===== src/rtl/mesh_egress_arbiter.sv =====
// -----------------------------------------------------------------------------
// mesh_egress_arbiter
// N-channel egress merger for mesh_gnrtr router terminals. Words popped from
// CHANNELS upstream FWFT FIFOs are buffered in per-channel circular FIFOs and
// merged onto one pndng/popin output port through a 1-entry output register,
// using round-robin (ARB_MODE=0) or fixed lowest-index priority (ARB_MODE=1).
//
// Ports
//   clk        : clock, rising edge
//   reset      : synchronous active-high reset
//   in_data    : channel i word at [i*pckg_sz +: pckg_sz]
//   in_pndng   : upstream FIFO i non-empty
//   in_pop     : pop strobe to upstream i (combinational), word captured at edge
//   out_data   : registered output word
//   out_pndng  : out_data valid
//   out_popin  : downstream consumes out_data at this edge
//   out_ch     : source channel of out_data
//   fifo_full  : internal FIFO i holds fifo_depth entries
// -----------------------------------------------------------------------------
module mesh_egress_arbiter #(
  parameter int unsigned CHANNELS   = 4,
  parameter int unsigned pckg_sz    = 40,
  parameter int unsigned fifo_depth = 4,
  parameter int unsigned ARB_MODE   = 0
) (
  input  logic                          clk,
  input  logic                          reset,
  input  logic [CHANNELS*pckg_sz-1:0]   in_data,
  input  logic [CHANNELS-1:0]           in_pndng,
  output logic [CHANNELS-1:0]           in_pop,
  output logic [pckg_sz-1:0]            out_data,
  output logic                          out_pndng,
  input  logic                          out_popin,
  output logic [$clog2(CHANNELS)-1:0]   out_ch,
  output logic [CHANNELS-1:0]           fifo_full
);

  localparam int unsigned CH_W  = $clog2(CHANNELS);
  localparam int unsigned PTR_W = $clog2(fifo_depth);
  localparam int unsigned CNT_W = $clog2(fifo_depth + 1);

  logic [pckg_sz-1:0] mem    [CHANNELS][fifo_depth];
  logic [PTR_W-1:0]   wr_ptr [CHANNELS];
  logic [PTR_W-1:0]   rd_ptr [CHANNELS];
  logic [CNT_W-1:0]   count  [CHANNELS];
  logic [CNT_W-1:0]   count_nxt [CHANNELS];

  logic [CHANNELS-1:0] nonempty_c;
  logic [CHANNELS-1:0] pop_c;
  logic [CH_W-1:0]     grant_idx_c;
  logic                grant_vld_c;
  logic                load_c;

  function automatic logic [PTR_W-1:0] ptr_inc(input logic [PTR_W-1:0] p);
    return (p == PTR_W'(fifo_depth - 1)) ? '0 : p + PTR_W'(1);
  endfunction

  // Upstream pop: accept whenever the buffer had room before this edge.
  assign in_pop = in_pndng & ~fifo_full & {CHANNELS{~reset}};

  // Occupancy decode and per-channel next count.
  always_comb begin
    nonempty_c = '0;
    for (int i = 0; i < CHANNELS; i++) begin
      nonempty_c[i] = (count[i] != '0);
      count_nxt[i]  = count[i];
      if (in_pop[i] && !pop_c[i]) begin
        count_nxt[i] = count[i] + CNT_W'(1);
      end else if (!in_pop[i] && pop_c[i]) begin
        count_nxt[i] = count[i] - CNT_W'(1);
      end
    end
  end

  // Arbiter: selects grant_idx_c among non-empty FIFOs.
  generate
    if (ARB_MODE == 0) begin : g_rr
      logic [CH_W-1:0] rr_ptr;
      logic [CH_W-1:0] cand_c;

      // Search upward from rr_ptr with wrap; first non-empty channel wins.
      always_comb begin
        grant_vld_c = 1'b0;
        grant_idx_c = '0;
        cand_c      = '0;
        for (int k = 0; k < CHANNELS; k++) begin
          cand_c = CH_W'((32'(rr_ptr) + 32'(k)) % CHANNELS);
          if (!grant_vld_c && nonempty_c[cand_c]) begin
            grant_vld_c = 1'b1;
            grant_idx_c = cand_c;
          end
        end
      end

      // Pointer moves past the winner only when a grant is taken.
      always_ff @(posedge clk) begin
        if (reset) begin
          rr_ptr <= '0;
        end else if (load_c) begin
          rr_ptr <= (grant_idx_c == CH_W'(CHANNELS - 1)) ? '0
                                                         : grant_idx_c + CH_W'(1);
        end
      end
    end else begin : g_fp
      // Descending scan so the lowest non-empty index is assigned last.
      always_comb begin
        grant_vld_c = 1'b0;
        grant_idx_c = '0;
        for (int k = CHANNELS - 1; k >= 0; k--) begin
          if (nonempty_c[k]) begin
            grant_vld_c = 1'b1;
            grant_idx_c = CH_W'(k);
          end
        end
      end
    end
  endgenerate

  // Output register reloads when empty or being drained this cycle.
  assign load_c = (~out_pndng | out_popin) & grant_vld_c;

  always_comb begin
    pop_c = '0;
    for (int i = 0; i < CHANNELS; i++) begin
      pop_c[i] = load_c && (grant_idx_c == CH_W'(i));
    end
  end

  // FIFO pointers, counts and full flags.
  always_ff @(posedge clk) begin
    if (reset) begin
      for (int i = 0; i < CHANNELS; i++) begin
        wr_ptr[i] <= '0;
        rd_ptr[i] <= '0;
        count[i]  <= '0;
      end
      fifo_full <= '0;
    end else begin
      for (int i = 0; i < CHANNELS; i++) begin
        if (in_pop[i]) wr_ptr[i] <= ptr_inc(wr_ptr[i]);
        if (pop_c[i])  rd_ptr[i] <= ptr_inc(rd_ptr[i]);
        count[i]     <= count_nxt[i];
        fifo_full[i] <= (count_nxt[i] == CNT_W'(fifo_depth));
      end
    end
  end

  // FIFO storage; datapath only, no reset needed.
  always_ff @(posedge clk) begin
    for (int i = 0; i < CHANNELS; i++) begin
      if (in_pop[i]) mem[i][wr_ptr[i]] <= in_data[i*pckg_sz +: pckg_sz];
    end
  end

  // Output stage.
  always_ff @(posedge clk) begin
    if (reset) begin
      out_pndng <= 1'b0;
      out_data  <= '0;
      out_ch    <= '0;
    end else if (load_c) begin
      out_pndng <= 1'b1;
      out_data  <= mem[grant_idx_c][rd_ptr[grant_idx_c]];
      out_ch    <= grant_idx_c;
    end else if (out_popin && out_pndng) begin
      out_pndng <= 1'b0;
    end
  end

endmodule


===== config.mk =====
export PLATFORM = sky130hd
export DESIGN_NAME = mesh_egress_arbiter
export DESIGN_NICKNAME = d
export VERILOG_FILES = /design/src/rtl/mesh_egress_arbiter.sv
export SDC_FILE = /design/constraint.sdc
export NUM_CORES = 1
export LEC_CHECK = 0
export CORE_AREA = 2 2 289 291
export DETAILED_ROUTE_END_ITERATION = 16
export DIE_AREA = 0 0 291 293
export SYNTH_ARGS = -nofsm -noshare
export SYNTH_HDL_FRONTEND = slang
export SYNTH_SLANG_ARGS = --single-unit
export TNS_END_PERCENT = 10

===== constraint.sdc =====
create_clock -name clk -period 3.7 [get_ports clk]
set_input_delay 0.74 -clock clk [delete_from_list [all_inputs] [get_ports clk]]
set_output_delay 0.74 -clock clk [all_outputs]
set_load 0.02 [all_outputs]

==> flow_metrics.env, run 1 <==
export IMPL_num_io_pins=218
export IMPL_mostFrequentLayoutCells="edfxtp_1 (656), nand2_1 (462), clkdlybuf4s50_1 (217)"
export IMPL_final_nets=2489
export IMPL_finalSetupViolCount=0
export IMPL_worstSetupEndpoint="out_data[17]$_SDFFE_PP0P_"
export IMPL_drive_above_1_share=0.0818
export IMPL_hpwl_um=48500
export IMPL_cts_hold_buf=0
export IMPL_grt_start_max_net_pins=137
export IMPL_syn_nets=2286
export IMPL_dr_pass1_iters=5
export IMPL_wirelength_um=83100
export IMPL_overflow=0
export IMPL_final_area_um2=34600
export IMPL_p_seq_frac=0.283
export IMPL_tns_ns=0
export IMPL_ys_ff_latch=717
export IMPL_synth_area_um2=28600
export IMPL_worst_slew_pin_transition_ns=0.713
export IMPL_port_buffers=217
export IMPL_max_slew_margin=0.525
export IMPL_synth_xor_area_share=0.00337
export IMPL_synth_simple_area_share=0.101
export IMPL_first_iter_violations=1741
export IMPL_synth_compound_area_frac=0.0946
export IMPL_hold_violations=0
export IMPL_maxCapViolCount=0
export IMPL_postLayoutSetupSlackWorst_ns=0.433
export IMPL_r2r_end="out_data[17]$_SDFFE_PP0P_"
export IMPL_p_leak_nw=12.1
export IMPL_cts_root_buf="clkbuf_16"
export IMPL_slew_violations=0
export IMPL_ys_warn_count=0
export IMPL_min_period_over_period=0.883
export IMPL_crit_type="reg2reg"
export IMPL_num_rows=105
export IMPL_clockPowerShare=0.199
export IMPL_path_clk_slew_ns=0.06
export IMPL_ff2ff_path_depth=11
export IMPL_routed_via_density=5.37
export IMPL_p_int_w=0.0202
export IMPL_period_needed_ns=3.27
export IMPL_switching_share=0.430
export IMPL_async_reset_ff_frac=0
export IMPL_synthCells=2086
export IMPL_clockBufferDepth=3
export IMPL_cp_end_kind="register"
export IMPL_initial_core_util=0.350
export IMPL_synth_adder_area_share=0.0144
export IMPL_design_die_area_um2=85300
export IMPL_p_per_area_nw_per_um2=1020
export IMPL_grt_pass1_vias=18600
export IMPL_synth_edff_count=656
export IMPL_synthMuxAreaShare=0.0294
export IMPL_seq_area_frac_synth=0.731
export IMPL_grt_pass1_wl_um=121000
export IMPL_max_freq_mhz=306
export IMPL_final_antenna_net_count=0
export IMPL_placed_area_um2=32300
export IMPL_fin_skew_ns=0.0269
export IMPL_design_core_area_um2=81800
export IMPL_htreeDepth=3
export IMPL_clock_latency_ns=0.61
export IMPL_die_h_um=293
export IMPL_hp_class="reg2reg"
export IMPL_worstSetupStartpoint="count[2][0]$_SDFF_PP0_"
export IMPL_gp_congestion=0.777
export IMPL_layout_commonest_cell="edfxtp_1"
export IMPL_synth_distinct_cells=50
export IMPL_crit_path_max_fanout=69
export IMPL_die_w_um=291
export IMPL_p_comb_frac=0.518
export IMPL_rsz0062_at_grt="false"
export IMPL_vias=18400
export IMPL_cts_resized=0
export IMPL_status="completed"
export IMPL_worstReg2RegStart="count[2][0]$_SDFF_PP0_"
export IMPL_worstPathArrival_ns=3.71
export IMPL_drc=0
export IMPL_syn_mean_instance_area_um2=13.7
export IMPL_cp_data_required_time_ns=4.15
export IMPL_areaGrowthSynthToFinish_pct=20.9
export IMPL_cts_sinks=717
export IMPL_startpoint_type="register"
export IMPL_vdd_ir_drop_max_mv=1.14
export IMPL_reg2reg_slack_ns=0.43
export IMPL_fin_util=0.423
export IMPL_p_sw_w=0.0152
export IMPL_wl_per_cell_um=24.3
export IMPL_cts_buffers=72
export IMPL_synth_top_family_by_area="simple AND/OR/NAND/NOR gates"
export IMPL_synth_main_ff_cell="edfxtp_1"
export IMPL_dp_worst_setup_slack_ns=0.452
export IMPL_antenna_found_initial=14
export IMPL_postCtsSetupBuffers=0
export IMPL_track_usage=0.192
export IMPL_cts_tree="built"
-- power groups by stage --
stage          Combinational (W)  Sequential (W)  Clock (W)
6_report                  0.0183          0.0100    0.00703
5_1_grt                   0.0201          0.0101    0.00748
4_1_cts                   0.0183          0.0100    0.00717
3_5_place_dp              0.0183          0.0102          0
3_3_place_gp              0.0179          0.0102          0
2_1_floorplan             0.0128          0.0102          0
-- area by class of cell --
| type | instances | area (µm²) |
|---|---|---|
| fill | 7431 | 47200 |
| sequential | 717 | 20900 |
| multi-input combinational | 1201 | 7040 |
| timing repair buffer | 270 | 2910 |
| clock buffer | 101 | 2020 |
| tap | 1070 | 1340 |
| clock inverter | 31 | 251 |
| inverter | 27 | 114 |
| antenna | 4 | 10.0 |
-- registers in the layout, indices dropped and copies added (netlist names) --
| signal | cells |
|---|---|
| out_ch | 2 |
| count | 12 |
| wr_ptr | 8 |
| rd_ptr | 8 |
| fifo_full | 4 |
| g_rr.rr_ptr | 2 |
| mem | 640 |
| out_pndng | 1 |
| out_data | 40 |
-- through the flow --
step	std cells	power (W)	hold slack, ns
floorplan	2086	0.0231	0.488
global placement	3285	0.0281	0.458
detailed placement	3285	0.0284	0.451
CTS	3417	0.0355	0.469
global route	3420	0.0376	0.499
finish	3421	0.0354	0.470
-- synth_stat cells, types with 33 or more instances --
| library cell | number | area (µm²) |
|---|---|---|
| nand2_1 | 463 | 1740 |
| a211oi_1 | 45 | 338 |
| clkbuf_1 | 86 | 323 |
| edfxtp_1 | 656 | 19700 |
| buf_2 | 34 | 170 |
| o221ai_1 | 40 | 350 |
| ha_1 | 33 | 413 |
| a21oi_1 | 165 | 826 |
| a22oi_1 | 81 | 608 |
| nand3_1 | 122 | 611 |
| a32oi_1 | 40 | 350 |
| mux2i_1 | 84 | 841 |
| dfxtp_1 | 61 | 1220 |
-- metal layers --
layer / global-route usage / wire (µm)
met5: 0 / 110
met4: 0.0742 / 2540
met3: 0.0409 / 6080
met2: 0.329 / 41200
met1: 0.239 / 33200
-- critical path, stage by stage (launching register included) --
cell and delay (ns):
dfxtp_1 0.34, inv_1 0.13, ha_1 0.16, nor2b_1 0.50, nor2_1 0.16, o32ai_4 0.37, buf_12 0.39, a211oi_4 0.08
or2_4 0.28, buf_4 0.27, a32oi_1 0.24, o221ai_1 0.15
-- worst min path at each step --
stage / slack (ns) / cells after the start / end / start
floorplan: 0.49 / 2 / count[2][1]$_SDFF_PP0_ / count[2][1]$_SDFF_PP0_
global placement: 0.46 / 2 / out_data[16]$_SDFFE_PP0P_ / out_data[16]$_SDFFE_PP0P_
detailed placement: 0.45 / 2 / out_data[16]$_SDFFE_PP0P_ / out_data[16]$_SDFFE_PP0P_
CTS: 0.47 / 2 / out_data[16]$_SDFFE_PP0P_ / out_data[16]$_SDFFE_PP0P_
global route: 0.50 / 2 / out_data[16]$_SDFFE_PP0P_ / out_data[16]$_SDFFE_PP0P_
finish: 0.47 / 2 / out_data[16]$_SDFFE_PP0P_ / out_data[16]$_SDFFE_PP0P_
-- logic make-up after synthesis --
logic type | Yosys count
AND/OR/NAND/NOR | 677
AO/OA/AOI/OAI | 396
flip-flops | 717
XOR/XNOR | 11
multiplexers | 84
buffers and inverters | 168
adder cells (fa/ha/maj) | 33
No activity file was read; power rests on OpenSTA's default activity.
==> inputs of run 2 (changes only) <==
Settings changed: ABC_CLOCK_PERIOD_IN_PS from default to 3700, SETUP_SLACK_MARGIN from default to 0.1.
==> results of run 2 <==
Final layout, timing and power as in run 1 (identical DEF).
==> inputs of run 3 (changes only) <==
Settings changed: ABC_CLOCK_PERIOD_IN_PS 3700 to 2950.
Clock period 3.7 ns to 2.95 ns, I/O delays scaled along.
==> flow_metrics.env, run 3 (same netlist as run 1, synthesis figures left out) <==
export IMPL_tns_ns=0
export IMPL_wl_met3_um=7420
export IMPL_crit_chain="inv_4, ha_2, nor2b_1, buf_4, nor2_2, o32ai_4, inv_6, a211oi_4, or2_4, buf_4, buf_6, buf_6, a32oi_2, o221ai_1"
export IMPL_period_needed_ns=2.81
export IMPL_mostFrequentLayoutCells="edfxtp_1 (656), nand2_1 (462), clkdlybuf4s50_1 (217)"
export IMPL_clockBufferDepth=3
export IMPL_design_core_area_um2=81800
export IMPL_slew_violations=0
export IMPL_crit_path_max_fanout=7
export IMPL_initial_core_util=0.350
export IMPL_antenna_found_initial=13
export IMPL_grt_pass1_wl_um=124000
export IMPL_htreeDepth=3
export IMPL_wl_met1_um=36500
export IMPL_wl_per_cell_um=26.2
export IMPL_routed_wl_met2_um=45300
export IMPL_max_slew_margin=0.635
export IMPL_min_period_over_period=0.951
export IMPL_cts_sinks=717
export IMPL_cts_root_buf="clkbuf_16"
export IMPL_dr_pass1_iters=5
export IMPL_layout_commonest_cell="edfxtp_1"
export IMPL_num_rows=105
export IMPL_grt_pass1_vias=18700
export IMPL_cts_tree="built"
export IMPL_fin_skew_ns=0.0232
export IMPL_worst_slew_pin_transition_ns=0.547
export IMPL_die_w_um=291
export IMPL_design_die_area_um2=85300
export IMPL_critPathSlowestCell="o32ai_4"
export IMPL_finalSetupViolCount=0
export IMPL_vias=19200
export IMPL_path_clk_slew_ns=0.06
export IMPL_cp_data_required_time_ns=3.48
export IMPL_crit_type="reg2reg"
export IMPL_hp_class="reg2reg"
export IMPL_hold_violations=0
export IMPL_postLayoutSetupSlackWorst_ns=0.144
export IMPL_cp_end_kind="register"
export IMPL_dp_worst_setup_slack_ns=0.0736
export IMPL_track_usage=0.197
export IMPL_top_layer_used="met5"
export IMPL_hpwl_um=52600
export IMPL_drc=0
export IMPL_die_h_um=293
export IMPL_wirelength_um=92100
export IMPL_areaGrowthSynthToFinish_pct=27.4
export IMPL_largest_register_ffs=640
export IMPL_grt_start_max_net_pins=109
export IMPL_final_nets=2582
export IMPL_final_antenna_net_count=0
export IMPL_worstPathArrival_ns=3.33
export IMPL_rsz0062_at_grt="true"
export IMPL_startpoint_type="register"
export IMPL_overflow=0
export IMPL_routed_via_density=5.46
export IMPL_max_freq_mhz=356
export IMPL_port_buffers=217
export IMPL_num_io_pins=218
export IMPL_cts_buffers=75
export IMPL_gp_congestion=0.814
export IMPL_clock_latency_ns=0.62
export IMPL_crit_path_max_incr_delay_ns=0.39
export IMPL_maxCapViolCount=0
export IMPL_first_iter_violations=1715
export IMPL_drive_above_1_share=0.131
export IMPL_status="completed"
[run 3: cell count changes in the layout (fill, tap and decap cells not counted), sizes merged]
cell,previous run,this run
a21o,1,2
clkbuf,101,121
diode,4,3
bufinv,3,6
clkinvlp,2,3
buf,53,124
clkinv,27,26
[run 3: layer usage]
layer | up-vias | track usage
li1 | 8441 | -
met1 | 9652 | 0.247
met2 | 916 | 0.337
met3 | 160 | 0.0423
met4 | 18 | 0.0660
met5 | - | 0
[run 3: worst paths after layout]
path | start | to | slack (ns) | cells past startpoint
worst min register to register | out_data[31]$_SDFFE_PP0P_ | out_data[31]$_SDFFE_PP0P_ | 0.48 | 2
worst min-delay path | out_data[31]$_SDFFE_PP0P_ | out_data[31]$_SDFFE_PP0P_ | 0.48 | 2
worst max register to register | count[2][0]$_SDFF_PP0_ | out_data[22]$_SDFFE_PP0P_ | 0.14 | 14
worst max-delay path | count[2][0]$_SDFF_PP0_ | out_data[22]$_SDFFE_PP0P_ | 0.14 | 14
[run 3: timing repair]
action | in CTS | in global routing
gates cloned | 0 | 23
resized for setup | 1 | 65
hold buffers | 0 | 0
setup endpoints to repair | 6 | 49
buffers inserted | 2 | 27
pin swaps | 1 | 12
[run 3: through the flow]
| stage | utilization | hold slack (ns) | instances | instance area, µm² |
|---|---|---|---|---|
| 2_1_floorplan | - | 0.488 | 2086 | 28600 |
| 3_3_place_gp | 0.402 | 0.460 | 3323 | 32900 |
| 3_5_place_dp | 0.402 | 0.465 | 3323 | 32900 |
| 4_1_cts | 0.432 | 0.484 | 3462 | 35400 |
| 5_1_grt | 0.445 | 0.512 | 3515 | 36500 |
| 6_report | 0.445 | 0.484 | 3515 | 36500 |
[run 3: layout make-up]
| type | count | area, µm² |
|---|---|---|
| Fill cell | 7143 | 45400 |
| Timing Repair Buffer | 358 | 4300 |
| Inverter | 27 | 135 |
| Tap cell | 1070 | 1340 |
| Multi-Input combinational cell | 1202 | 7250 |
| Sequential cell | 717 | 20900 |
| Timing Repair inverter | 1 | 11.3 |
| Antenna cell | 3 | 7.51 |
| Clock buffer | 104 | 2120 |
| Clock inverter | 33 | 355 |
[run 3: worst max-delay path, delay by kind of cell (launching register included)]
| kind | cells | cell delay, ns |
|---|---|---|
| AND/OR/NAND/NOR | 3 | 0.41 |
| buffers and inverters | 6 | 0.76 |
| AO/OA/AOI/OAI | 4 | 1.00 |
| flip-flops | 1 | 0.36 |
| adder cells (fa/ha/maj) | 1 | 0.16 |
Power of run 3 is left out: the tool's default activity adds up to more than one toggle a clock period on the data nets, which glitch-free logic cannot reach.
